===== config.mk =====
export PLATFORM = sky130hd
export DESIGN_NAME = led_seq
export DESIGN_NICKNAME = d
export VERILOG_FILES = /design/src/rtl/led_seq_pkg.sv /design/src/rtl/led_seq_tick_sync.sv /design/src/rtl/led_seq.sv
export SDC_FILE = /design/constraint.sdc
export NUM_CORES = 1
export LEC_CHECK = 0
export ABC_AREA = 1
export CAP_MARGIN = 20
export CORE_MARGIN = 2
export CORE_UTILIZATION = 40
export CTS_CLUSTER_DIAMETER = 150
export DETAILED_ROUTE_END_ITERATION = 12
export GPL_TIMING_DRIVEN = 0
export PLACE_DENSITY = 0.64
export SETUP_SLACK_MARGIN = 0.3
export SLEW_MARGIN = 20
export SYNTH_ARGS = -nofsm -noshare
export SYNTH_HDL_FRONTEND = slang
export SYNTH_SLANG_ARGS = --single-unit

===== constraint.sdc =====
create_clock -name clk100 -period 1.6 [get_ports clk100]
set_input_delay 0.16 -clock clk100 [delete_from_list [all_inputs] [get_ports clk100]]
set_output_delay 0.16 -clock clk100 [all_outputs]
set_load 0.005 [all_outputs]

===== src/rtl/led_seq_pkg.sv =====
// Shared types and default constants for the LED sequencer.
`timescale 1ns/1ps
package led_seq_pkg;

  // Pattern modes, encoded to match the mode_i select values.
  typedef enum logic [1:0] {
    MODE_WALK   = 2'd0,
    MODE_BOUNCE = 2'd1,
    MODE_BIN    = 2'd2,
    MODE_GRAY   = 2'd3
  } mode_e;

  localparam int unsigned DEF_NUM_LED = 3;
  localparam int unsigned DEF_PWM_W   = 8;
  localparam int unsigned DEF_CNT_W   = 16;

  // Internal BOUNCE travel direction.
  localparam logic DIR_LEFT  = 1'b0;
  localparam logic DIR_RIGHT = 1'b1;

endpackage


===== src/rtl/led_seq_tick_sync.sv =====
// Two-flop synchroniser for an asynchronous tick, plus a third flop that
// turns each rising edge into a single-cycle strobe.
`timescale 1ns/1ps
module tick_sync (
  input  logic clk100,
  input  logic rst,
  input  logic async_i,
  output logic rise_o
);

  logic r_sync1;
  logic r_sync2;
  logic r_edge;

  // Synchronise the tick and keep the previous synchronised level.
  always_ff @(posedge clk100) begin
    if (rst) begin
      r_sync1 <= 1'b0;
      r_sync2 <= 1'b0;
      r_edge  <= 1'b0;
    end else begin
      r_sync1 <= async_i;
      r_sync2 <= r_sync1;
      r_edge  <= r_sync2;
    end
  end

  // High for the one cycle after the synchronised level first goes high.
  assign rise_o = r_sync2 & ~r_edge;

endmodule


===== src/rtl/led_seq.sv =====
// LED pattern sequencer: steps a WALK/BOUNCE/BIN/GRAY pattern on each
// synchronised tick and gates the result with a brightness PWM.
`timescale 1ns/1ps
module led_seq
  import led_seq_pkg::*;
#(
  parameter int unsigned NUM_LED = DEF_NUM_LED,
  parameter int unsigned PWM_W   = DEF_PWM_W,
  parameter int unsigned CNT_W   = DEF_CNT_W
) (
  input  logic               clk100,
  input  logic               rst,
  input  logic               tick_i,
  input  logic [1:0]         mode_i,
  input  logic               dir_i,
  input  logic               pause_i,
  input  logic [PWM_W-1:0]   duty_i,
  output logic [NUM_LED-1:0] led_o,
  output logic [CNT_W-1:0]   step_cnt_o,
  output logic [1:0]         mode_o
);

  localparam logic [NUM_LED-1:0] LED_ONE = {{(NUM_LED-1){1'b0}}, 1'b1};
  localparam logic [CNT_W-1:0]   CNT_ONE = {{(CNT_W-1){1'b0}}, 1'b1};
  localparam logic [PWM_W-1:0]   PWM_ONE = {{(PWM_W-1){1'b0}}, 1'b1};

  logic               w_step_strobe;
  mode_e              w_mode_req;
  logic               w_mode_chg;
  logic               w_step;
  logic               w_pwm_on;
  logic [NUM_LED-1:0] w_cnt_step;
  logic [NUM_LED-1:0] w_next_pattern;
  logic [NUM_LED-1:0] w_next_cnt;
  logic               w_next_bdir;

  mode_e              r_mode;
  logic [NUM_LED-1:0] r_pattern;
  logic [NUM_LED-1:0] r_cnt;
  logic               r_bdir;
  logic [CNT_W-1:0]   r_step_cnt;
  logic [PWM_W-1:0]   r_pwm_cnt;
  logic [NUM_LED-1:0] r_led;

  tick_sync u_tick_sync (
    .clk100  (clk100),
    .rst     (rst),
    .async_i (tick_i),
    .rise_o  (w_step_strobe)
  );

  // A mode change wins over a coincident step; pause discards steps.
  assign w_mode_req = mode_e'(mode_i);
  assign w_mode_chg = (w_mode_req != r_mode);
  assign w_step     = w_step_strobe & ~pause_i & ~w_mode_chg;
  assign w_cnt_step = dir_i ? (r_cnt - LED_ONE) : (r_cnt + LED_ONE);
  assign w_pwm_on   = (&duty_i) | (r_pwm_cnt < duty_i);

  // Next pattern, BIN/GRAY counter and BOUNCE direction.
  always_comb begin
    w_next_pattern = r_pattern;
    w_next_cnt     = r_cnt;
    w_next_bdir    = r_bdir;
    if (w_mode_chg) begin
      w_next_cnt  = '0;
      w_next_bdir = DIR_LEFT;
      if ((w_mode_req == MODE_WALK) || (w_mode_req == MODE_BOUNCE)) begin
        w_next_pattern = LED_ONE;
      end else begin
        w_next_pattern = '0;
      end
    end else if (w_step) begin
      case (r_mode)
        MODE_WALK: begin
          if (dir_i) begin
            w_next_pattern = {r_pattern[0], r_pattern[NUM_LED-1:1]};
          end else begin
            w_next_pattern = {r_pattern[NUM_LED-2:0], r_pattern[NUM_LED-1]};
          end
        end
        MODE_BOUNCE: begin
          // Reversal and shift happen in the same step at either end.
          if (r_bdir == DIR_LEFT) begin
            if (r_pattern[NUM_LED-1]) begin
              w_next_bdir    = DIR_RIGHT;
              w_next_pattern = r_pattern >> 1;
            end else begin
              w_next_pattern = r_pattern << 1;
            end
          end else begin
            if (r_pattern[0]) begin
              w_next_bdir    = DIR_LEFT;
              w_next_pattern = r_pattern << 1;
            end else begin
              w_next_pattern = r_pattern >> 1;
            end
          end
        end
        MODE_BIN: begin
          w_next_cnt     = w_cnt_step;
          w_next_pattern = w_cnt_step;
        end
        MODE_GRAY: begin
          w_next_cnt     = w_cnt_step;
          w_next_pattern = w_cnt_step ^ (w_cnt_step >> 1);
        end
      endcase
    end
  end

  // State, step counter, PWM counter and gated LED register.
  always_ff @(posedge clk100) begin
    if (rst) begin
      r_mode     <= MODE_WALK;
      r_pattern  <= LED_ONE;
      r_cnt      <= '0;
      r_bdir     <= DIR_LEFT;
      r_step_cnt <= '0;
      r_pwm_cnt  <= '0;
      r_led      <= '0;
    end else begin
      if (w_mode_chg) begin
        r_mode <= w_mode_req;
      end
      r_pattern <= w_next_pattern;
      r_cnt     <= w_next_cnt;
      r_bdir    <= w_next_bdir;
      if (w_step) begin
        r_step_cnt <= r_step_cnt + CNT_ONE;
      end
      r_pwm_cnt <= r_pwm_cnt + PWM_ONE;
      r_led     <= r_pattern & {NUM_LED{w_pwm_on}};
    end
  end

  assign led_o      = r_led;
  assign step_cnt_o = r_step_cnt;
  assign mode_o     = r_mode;

endmodule


==> qor.yml <==
vdd_drop_max_mv: 0.470
syn_to_final_growth_pct: 57.9
yosys-top-cells-count: "nand2_1 (84), inv_1 (43), nor2_1 (40)"
cp_num_buf_inv: 1
start_kind: "register"
synth_seq_cells: 39
arrival_ps: 1660
synth_top_area_share: 0.362
pin_count: 36
drtIter0Drc: 146
setup_viol: 0
clock_path_buffers: 2
synth_cell_types: 29
die_x_um: 77.5
grtUsageTotal: 0.213
slew_viol_final: 0
hold_class: "in2reg"
fmax_mhz: 689
wl_um: 6160
finalCriticalPeriod_ps: 1450
setup_tns_ps: 0
path_cells: "fa_2 -> inv_2 -> nand2_2 -> nand3_2 -> nand3_2 -> nand3_2 -> nand3_2 -> nand2_1 -> nand2_1"
critPathMaxFanout: 4
whs_endpoint: "mode_o[1]"
slowest_stage: "fa_2"
crit_required_ps: 1810
power.density_mw_per_mm2: 606
grt_first_pass_wirelength_um: 10200
dp_cells: 422
rsz0062_at_grt: "true"
async_flop_share: 0
drt_pass1_iterations: 4
gp_congestion: 0.935
critPathTopFamily: "simple AND/OR/NAND/NOR gates"
grt_max_degree: 13
ant_nets: 0
synthMuxAreaShare: 0
synth_adder_area_share: 0.0614
worst_clock_skew_ps: 6.17
ys_top_cells_by_area: "dfxtp_1 (36%), nand2_1 (15%), inv_1 (7.5%)"
floorplan.die_area_mm2: 0.00600
slew-limit-headroom: 0.622
drive_gt1_frac: 0.339
cpMostUsedCell: "nand3_2"
ys_warn_count: 0
finalNetCount: 419
crit-reg2reg-capture: "r_pattern[1]"
worstReg2RegStart: "r_cnt[0]"
hold_depth: 3
rrSetupSlack_ps: 150
cts_root_buf: "clkbuf_8"
netlist_instances: 317
synth.net_count: 342
cts_made_buffers: 5
hold_violations: 0
final_area_mm2: 0.00341
synth-simple-area-share: 0.311
syn_area_mm2: 0.00216
core_area_mm2: 0.00517
port-buffer-count: 35
synth_edf_count: 0
cts_tree: "done"
num_rows: 26
critical_path_class: "reg2reg"
n_antenna_cell: 0
worstHoldStart: "mode_i[1]"
insertion_delay_ps: 300
grt_pass1_vias: 2240
post-synth-top-count-cell: "nand2_1"
clock_sinks: 39
cts.clk_slew.worst_paths_ps: 80
h-tree-depth: 2
max_stage_delay_ps: 420
drc: 0
synth-main-ff-cell: "dfxtp_1"
via_per_inst: 4.99
vias: 2321
synth_compound_area_frac: 0.125
dpl_cell_area_mm2: 0.00263
syn_avg_cell_area_um2: 6.81
initial_core_util: 0.417
synth_top_family_by_area: "simple AND/OR/NAND/NOR gates"
max-cap-violations: 0
end_kind: "register"
grt.overflow.total: 0
synth_top_area_cell: "dfxtp_1"
synth_xor_area_frac: 0.0446
dieHeight_um: 77.5
dp_hpwl_um: 3770
post-route-util: 0.659
seq_area_frac_synth: 0.362
p_total_mw: 2.07
instances_no_fill: 465
status: "finished, final reports clean"
leakage_nw: 1.52
reg2regPathDepth: 9
worst_slew_pin_slew_ps: 567
fin_crit_sh: 0.907
antenna_found_initial: 0
wl_per_cell_um: 13.2
## cell usage in the layout, fill, tap and decap left out, types with 3 or more instances in the layout
cell             netlist  layout
a21oi_2                1      14
dlygate4sd2_1          0      14
nand3_2                0       7
o21ai_2                0       4
ha_4                   0       3
nand2_4                0       5
dfxtp_4                0      10
buf_4                  1      25
buf_6                  2       6
nor2_1                40      31
xnor2_1                4       4
nor2_4                 1       4
nand2_1               84      70
a21oi_1               31      18
dfxtp_1               39      16
buf_8                  0       3
clkdlybuf4s50_1        0      12
nor3_1                 6       5
dlymetal6s2s_1         0       9
nand3_1               20      13
ha_1                   9       6
clkbuf_8               0       6
nand2_2                0       9
inv_1                 43      41
o21ai_0               16      10
o21ai_1                1       3
dfxtp_2                0      13
nor2_2                 0       6
## per-stage QoR
| stage | hold slack [ps] | setup WS (ps) |
|---|---|---|
| 3_5_place_dp | 406 | -330 |
| 6_report | 203 | 149 |
| 4_1_cts | 362 | 172 |
| 3_3_place_gp | 404 | -323 |
| 2_1_floorplan | 267 | 279 |
| 5_1_grt | 227 | 97.4 |
## sequential cells by signal, indices dropped and copies added (netlist names)
register / count
led_o: 3
r_cnt: 3
u_tick_sync.r_sync2: 1
step_cnt_o: 16
u_tick_sync.r_edge: 1
r_bdir: 1
r_pattern: 3
mode_o: 2
u_tick_sync.r_sync1: 1
r_pwm_cnt: 8
## metal layers
metal | up-vias | track usage | wire length (um)
met1 | 1074 | 0.256 | 2720
met5 | - | 0 | 0
met4 | 0 | 0.0679 | 124
met3 | 13 | 0.0593 | 287
li1 | 1178 | - | -
met2 | 56 | 0.367 | 3030
## cell type report
| type | count | area (um^2) |
|---|---|---|
| Timing Repair Buffer | 69 | 689 |
| Inverter | 44 | 170 |
| Tap cell | 70 | 87.6 |
| Clock buffer | 7 | 108 |
| Buffer | 6 | 55.1 |
| Multi-Input combinational cell | 229 | 1460 |
| Fill cell | 451 | 1770 |
| Sequential cell | 39 | 835 |
| Clock inverter | 1 | 5.00 |
## how the worst max path moves through the flow
stage / slack [ps] / start / cells after the start / endpoint
floorplan: 280 / r_cnt[0] / 6 / r_pattern[1]
CTS: 170 / r_cnt[1] / 6 / r_pattern[1]
global placement: -320 / dir_i / 7 / r_pattern[1]
finish: 150 / r_cnt[0] / 9 / r_pattern[1]
detailed placement: -330 / dir_i / 7 / r_pattern[1]
global route: 100 / r_cnt[0] / 10 / r_pattern[1]
## timing repair
action | in CTS | in global routing
endpoints found under the setup margin | 41 | 37
buffers inserted | 30 | 2
pin swaps | 15 | 22
gates resized for setup | 73 | 62
cloned | 3 | 0
hold buffers | 0 | 0
## where the power goes
| part | total (mW) | leakage (nW) | internal [mW] | switching, mW |
|---|---|---|---|---|
| clock network | 0.814 | 0.0594 | 0.442 | 0.372 |
| logic | 0.262 | 1.13 | 0.126 | 0.136 |
| registers | 0.990 | 0.330 | 0.974 | 0.0162 |
## cells by family (layout without fill, tap and decap cells)
| logic type | Yosys count | count (layout) |
|---|---|---|
| AOI/OAI and AO/OA | 52 | 52 |
| xor gates and xnor gates | 8 | 8 |
| adders and majority gates | 10 | 10 |
| buffers and inverters | 50 | 127 |
| DFF | 39 | 39 |
| and+or+nand+nor | 158 | 159 |
## worst register-to-register path: stages (launching register included)
cell	delay (ps)
dfxtp_4	360
fa_2	420
inv_2	80
nand2_2	70
nand3_2	80
nand3_2	80
nand3_2	80
nand3_2	60
nand2_1	70
nand2_1	50
(Power assumes the default switching activity.)
